## config.mk

```make
export PLATFORM = sky130hd
export DESIGN_NAME = alu_muldiv_unit
export DESIGN_NICKNAME = d
export VERILOG_FILES = /design/src/rtl/muldiv_pkg.sv /design/src/rtl/muldiv_step.sv /design/src/rtl/alu_muldiv_unit.sv
export SDC_FILE = /design/constraint.sdc
export NUM_CORES = 1
export LEC_CHECK = 0
export CAP_MARGIN = 20
export CORE_MARGIN = 2
export CORE_UTILIZATION = 30
export CTS_CLUSTER_SIZE = 16
export DETAILED_ROUTE_END_ITERATION = 10
export GPL_ROUTABILITY_DRIVEN = 0
export GPL_TIMING_DRIVEN = 0
export REMOVE_ABC_BUFFERS = 1
export SYNTH_ARGS = -nofsm -noshare
export SYNTH_HDL_FRONTEND = slang
export SYNTH_SLANG_ARGS = --single-unit
export TNS_END_PERCENT = 10
```

## constraint.sdc

```tcl
create_clock -name clk -period 8.4 [get_ports clk]
set_input_delay 1.68 -clock clk [delete_from_list [all_inputs] [get_ports clk]]
set_output_delay 1.68 -clock clk [all_outputs]
set_load 0.05 [all_outputs]
```

## src/rtl/muldiv_pkg.sv

```systemverilog
// Shared encodings, FSM states and helpers for the iterative multiply/divide unit.
package muldiv_pkg;

   localparam int MD_W     = 32;
   localparam int MD_ITERS = 32;

   localparam logic [1:0] OP_MULTU = 2'b00;
   localparam logic [1:0] OP_MULT  = 2'b01;
   localparam logic [1:0] OP_DIVU  = 2'b10;
   localparam logic [1:0] OP_DIV   = 2'b11;

   typedef enum logic [1:0] {
      IDLE = 2'd0,
      CALC = 2'd1,
      SIGN = 2'd2,
      ZERO = 2'd3
   } md_state_t;

   // 0x80000000 maps to 2^31, which still fits as an unsigned 32-bit magnitude.
   function automatic logic [MD_W-1:0] md_mag(input logic [MD_W-1:0] v, input logic sgn);
      return (sgn && v[MD_W-1]) ? (~v + {{(MD_W-1){1'b0}}, 1'b1}) : v;
   endfunction

endpackage

```

## src/rtl/muldiv_step.sv

```systemverilog
// One radix-2 iteration on the 64-bit working register: shift-add or restoring shift-subtract.
module muldiv_step
   import muldiv_pkg::*;
#(
   parameter int W = MD_W
) (
   input  logic           div_mode,
   input  logic [2*W-1:0] acc_in,
   input  logic [W-1:0]   opnd,
   output logic [2*W-1:0] acc_out
);

   logic [W:0] sum;
   logic [W:0] rem;
   logic [W:0] diff;

   always_comb begin
      sum     = {1'b0, acc_in[2*W-1:W]} + (acc_in[0] ? {1'b0, opnd} : {(W+1){1'b0}});
      // Shifted partial remainder needs W+1 bits before the compare.
      rem     = acc_in[2*W-1:W-1];
      diff    = rem - {1'b0, opnd};
      acc_out = {sum, acc_in[W-1:1]};
      if (div_mode) begin
         if (rem >= {1'b0, opnd}) begin
            acc_out = {diff[W-1:0], acc_in[W-2:0], 1'b1};
         end else begin
            acc_out = {acc_in[2*W-2:W-1], acc_in[W-2:0], 1'b0};
         end
      end
   end

endmodule

```

## src/rtl/alu_muldiv_unit.sv

```systemverilog
// Iterative MULT/MULTU/DIV/DIVU unit owning HI/LO; hi/lo only move on completion or MTHI/MTLO.
module alu_muldiv_unit
   import muldiv_pkg::*;
#(
   parameter int WIDTH = MD_W
) (
   input  logic             clk,
   input  logic             rst_n,
   input  logic             start,
   input  logic [1:0]       op,
   input  logic [WIDTH-1:0] a,
   input  logic [WIDTH-1:0] b,
   input  logic             hi_we,
   input  logic             lo_we,
   input  logic [WIDTH-1:0] wdata,
   output logic             busy,
   output logic             done,
   output logic             div_zero,
   output logic [WIDTH-1:0] hi,
   output logic [WIDTH-1:0] lo,
   output logic [1:0]       state_dbg
);

   localparam logic [4:0] LAST_ITER = 5'(MD_ITERS - 1);

   // Handshake: start is taken only in IDLE (busy=0); done pulses one cycle as busy drops.
   md_state_t          state;
   logic [4:0]         cnt;
   logic [2*WIDTH-1:0] acc;
   logic [2*WIDTH-1:0] acc_next;
   logic [WIDTH-1:0]   opnd;
   logic               is_div;
   logic               neg_res;
   logic               neg_rem;
   logic [WIDTH-1:0]   mag_a;
   logic [WIDTH-1:0]   mag_b;
   logic [2*WIDTH-1:0] prod_fix;
   logic [WIDTH-1:0]   quo_fix;
   logic [WIDTH-1:0]   rem_fix;

   assign state_dbg = state;
   assign mag_a     = md_mag(a, op[0]);
   assign mag_b     = md_mag(b, op[0]);
   assign prod_fix  = neg_res ? (~acc + {{(2*WIDTH-1){1'b0}}, 1'b1}) : acc;
   assign quo_fix   = neg_res ? (~acc[WIDTH-1:0] + {{(WIDTH-1){1'b0}}, 1'b1}) : acc[WIDTH-1:0];
   assign rem_fix   = neg_rem ? (~acc[2*WIDTH-1:WIDTH] + {{(WIDTH-1){1'b0}}, 1'b1})
                              : acc[2*WIDTH-1:WIDTH];

   muldiv_step #(.W(WIDTH)) u_step (
      .div_mode (is_div),
      .acc_in   (acc),
      .opnd     (opnd),
      .acc_out  (acc_next)
   );

   always_ff @(posedge clk or negedge rst_n) begin
      if (!rst_n) begin
         state    <= IDLE;
         cnt      <= '0;
         acc      <= '0;
         opnd     <= '0;
         is_div   <= 1'b0;
         neg_res  <= 1'b0;
         neg_rem  <= 1'b0;
         hi       <= '0;
         lo       <= '0;
         busy     <= 1'b0;
         done     <= 1'b0;
         div_zero <= 1'b0;
      end else begin
         case (state)
            IDLE: begin
               done <= 1'b0;
               if (start) begin
                  is_div   <= op[1];
                  neg_res  <= op[0] & (a[WIDTH-1] ^ b[WIDTH-1]);
                  neg_rem  <= op[0] & a[WIDTH-1];
                  div_zero <= 1'b0;
                  cnt      <= '0;
                  busy     <= 1'b1;
                  // Multiplier sits in the low half and shifts out; dividend shifts up into the high half.
                  acc      <= {{WIDTH{1'b0}}, (op[1] ? mag_a : mag_b)};
                  opnd     <= op[1] ? mag_b : mag_a;
                  state    <= (op[1] && b == '0) ? ZERO : CALC;
               end else begin
                  if (hi_we) hi <= wdata;
                  if (lo_we) lo <= wdata;
               end
            end
            CALC: begin
               acc <= acc_next;
               cnt <= cnt + 5'd1;
               if (cnt == LAST_ITER) state <= SIGN;
            end
            SIGN: begin
               if (is_div) begin
                  lo <= quo_fix;
                  hi <= rem_fix;
               end else begin
                  {hi, lo} <= prod_fix;
               end
               done  <= 1'b1;
               busy  <= 1'b0;
               state <= IDLE;
            end
            ZERO: begin
               div_zero <= 1'b1;
               done     <= 1'b1;
               busy     <= 1'b0;
               state    <= IDLE;
            end
            default: state <= IDLE;
         endcase
      end
   end

endmodule

```

==> flow_summary_export.csv <==
group,metric,value,unit
global_route,grt_pass1_wl,80000,µm
floorplan,die_y,228,µm
cts,clk_path_buf_depth,2,
timing,max_freq,218,MHz
logic_synthesis,netlist_area,15100,µm²
timing,hold_violations,0,
logic_synthesis,yosysTopAreaCellShare,28.7,%
setup_path,cp_slowest_cell,"nor3_1",
finish,stdcell_count,2667,
floorplan,coreArea,49900,µm²
logic_synthesis,synth_edf_count,0,
run,drv_cap,0,
global_route,grt_overflow,0,
logic_synthesis,ys_seq_area_share,28.7,%
setup_path,crit_path_frequent_cell,"a21oi_1",
routing,routedWlPerCell,19.3,µm
floorplan,die_w,228,µm
placed_design,io_buffers,171,
cts,clockRootBuffer,"clkbuf_16",
routing,dr.pass1.iters,5,
routing,vias,14687,
cts,cts_sinks,173,
pwr,p_leak,7.14,nW
floorplan,io_pins,172,
routing,routed_wl,51400,µm
global_route,track_usage,19.3,%
timing,setup_tns,0,ns
logic_synthesis,yosysUniqueCellTypes,70,
setup_path,endpoint_kind,"flip-flop",
setup_path,arrival,4.94,ns
cts,cts_hold_buf,0,
timing,tightest_slew,1.25,ns
cts,htree_num_levels,4,
floorplan,dieArea,52100,µm²
finish,drive_gt1_share,4.11,%
pwr,irDropWorstVdd,0.283,mV
status,status,"finished clean",
logic_synthesis,ys_ff_latch,173,
logic_synthesis,synth_area_per_cell,7.92,µm²
timing,setup_violations,0,
cts,numCtsBuffers,17,
routing,viasPerCell,5.51,
finish,syn_to_final_growth,19.9,%
floorplan,rows,82,
logic_synthesis,synth_area_leader_cell,"dfrtp_1",
finish,fin_area,18100,µm²
routing,drt.antenna.violating_nets,0,
placed_design,placed_cell_area,17400,µm²
routing,drt_iter0_markers,1385,
setup_path,required,8.75,ns
cts,cts_resized,0,
pwr,power_density,467,nW/µm²
cts,post_cts_buffers,0,
timing,fin_crit,4.59,ns
global_route,grt_pass1_vias,14184,
min_path,hold_path.class,"flip-flop to flip-flop",
setup_path,crit_chain,"clkdlybuf4s50_1 > or4_1 > nor3_1 > nand3_1 > nor2_1 > a21oi_1 > xnor2_1 > a21oi_1 > a311o_1",
finish,num-nets-final,2157,
setup_path,path_max_fanout,5,
finish,nFillCells,5220,
timing,fin_worst_skew,0.0163,ns
global_route,grt_antenna_before_repair,0,
placed_design,dp_cells,2632,
placed_design,dpl.hpwl,39100,µm
logic_synthesis,synthArstFlopShare,100,%
finish,diodes,0,
logic_synthesis,syn_inst,1905,
floorplan,start_util,30.2,%
timing,period_share,54.7,%
timing,drv_slew,0,
timing,slew_headroom,16.1,%
setup_path,path_class,"input pin to flip-flop",
cts,cts_tree,"built",
setup_path,max_stage_delay,0.67,ns
cts,clkSlewWorstSetupHoldPaths,0.08,ns
setup_path,startpoint_type,"input pin",
routing,drcViolationCount,0,
logic_synthesis,synthTopCellsByArea,"dfrtp_1 (29%), mux2i_1 (7.2%), o21ai_0 (6.8%)",
logic_synthesis,yosysWarnings,0,
timing,hold_slack,0.488,ns
global_route,grt_max_degree,105,
timing,rsz0062_at_grt,"false",
logic_synthesis,synth_ff_type,"dfrtp_1",
cts,clock_latency,0.47,ns
flip-flops by register name, indices dropped and copies added (netlist names):
register / cells
done: 1
busy: 1
cnt: 5
div_zero: 1
acc: 64
hi: 32
neg_res: 1
is_div: 1
lo: 32
state_dbg: 2
opnd: 32
neg_rem: 1
metrics by stage:
step                setup WS, ns  power, mW  util (%)
floorplan                   3.35       5.80         -
global placement           -1.95       7.40      34.3
detailed placement          3.45       7.51      35.0
CTS                         3.72       8.37      36.1
global route                3.66       9.04      36.3
finish                      3.81       8.45      36.3
layer usage:
layer,vias to the layer above,global-route usage (%),share of wire [%]
met5,-,0,0
met2,538,31.4,46
li1,7010,-,-
met3,77,3.04,6.2
met1,7062,26.5,46
met4,0,5.41,2.1
final timing paths:
check	startpoint	end	slack, ns	depth (start not counted)
worst max-delay path	a[5]	acc[25]	3.81	9
worst min register to register	opnd[15]	opnd[15]	0.49	1
min in group asynchronous	rst_n	hi[17]	1.18	1
worst min-delay path	opnd[15]	opnd[15]	0.49	1
worst max register to register	acc[0]	hi[8]	4.22	11
max in group asynchronous	rst_n	is_div	6.20	2
cells in the mapped netlist, types with 3 or more instances:
cell type and n:
or2_2 5, a22oi_1 13, o31ai_1 24, o41ai_1 11, o21ai_1 4, or3_1 18
ha_1 70, nor3_1 35, mux2_2 4, or4_1 10, inv_1 64, a21boi_0 3
buf_1 16, o21bai_1 12, nor4_1 16, o221ai_1 3, nand2_1 194, nor2_1 160
nand2b_1 17, buf_2 8, nand4_1 21, a21o_1 34, o21ai_0 206, mux2i_1 109
xor2_1 70, o211a_1 7, xnor2_1 100, nand3b_1 5, a211o_1 3, nor2b_1 17
clkbuf_1 103, or4_4 5, and3_1 11, o22ai_1 3, nand3_1 23, o211ai_1 29
a311o_1 4, dfrtp_1 173, a31oi_1 26, and2_1 12, a211oi_1 51, o21a_1 14
a21oi_1 154
kinds of logic (layout without fill, tap and decap cells):
group	after synthesis	in the layout	share of synthesized area, %
mux	113	113	7.53
compound gates	624	624	25.5
xor+xnor	170	170	9.87
flops	173	173	28.7
buf+inv	193	283	4.97
fa+ha+maj	72	72	6.07
simple gates	560	560	17.4
cell usage in the layout, fill, tap and decap left out, types with 5 or more instances in the layout:
cell type,instances
nand3_1,23
mux2i_1,109
nand4_1,21
o211ai_1,29
xor2_1,70
nor2_1,159
clkdlybuf4s50_1,169
a22oi_1,13
buf_12,9
ha_1,70
o31ai_1,24
or2_2,5
xnor2_1,100
nor4_1,16
and2_1,9
nor3_1,35
o211a_1,7
or4_4,5
nor2b_1,15
a21oi_1,153
nand2_1,193
and3_1,11
o21ai_0,206
or3_1,18
a21o_1,34
or4_1,10
nand2b_1,16
o21a_1,14
dfrtp_1,172
clkbuf_16,17
nand3b_1,5
o21bai_1,12
a211oi_1,51
a31oi_1,26
inv_1,64
o41ai_1,11
cell type report:
cell class              count  area (µm²)  share of cell area (%)
repair buffers            187        2040                    11.3
flip-flops and latches    173        4330                    24.0
multi-input cells        1539       10100                    55.6
inverters                  64         240                    1.33
well taps                 672         841                    4.65
clock inverters            12         135                   0.747
clock buffers              20         447                    2.47
worst max-delay path, delay by kind of cell:
family	cells	cell delay [ns]
simple gates	4	2.03
compound gates	3	0.54
buf+inv	1	0.46
xor+xnor	1	0.23
power by group:
group	switching, mW	internal, mW	total [mW]
clock	0.384	0.449	0.833
sequential	0.577	1.26	1.84
combinational	3.49	2.29	5.78
Power figures use the tool's default switching activity.
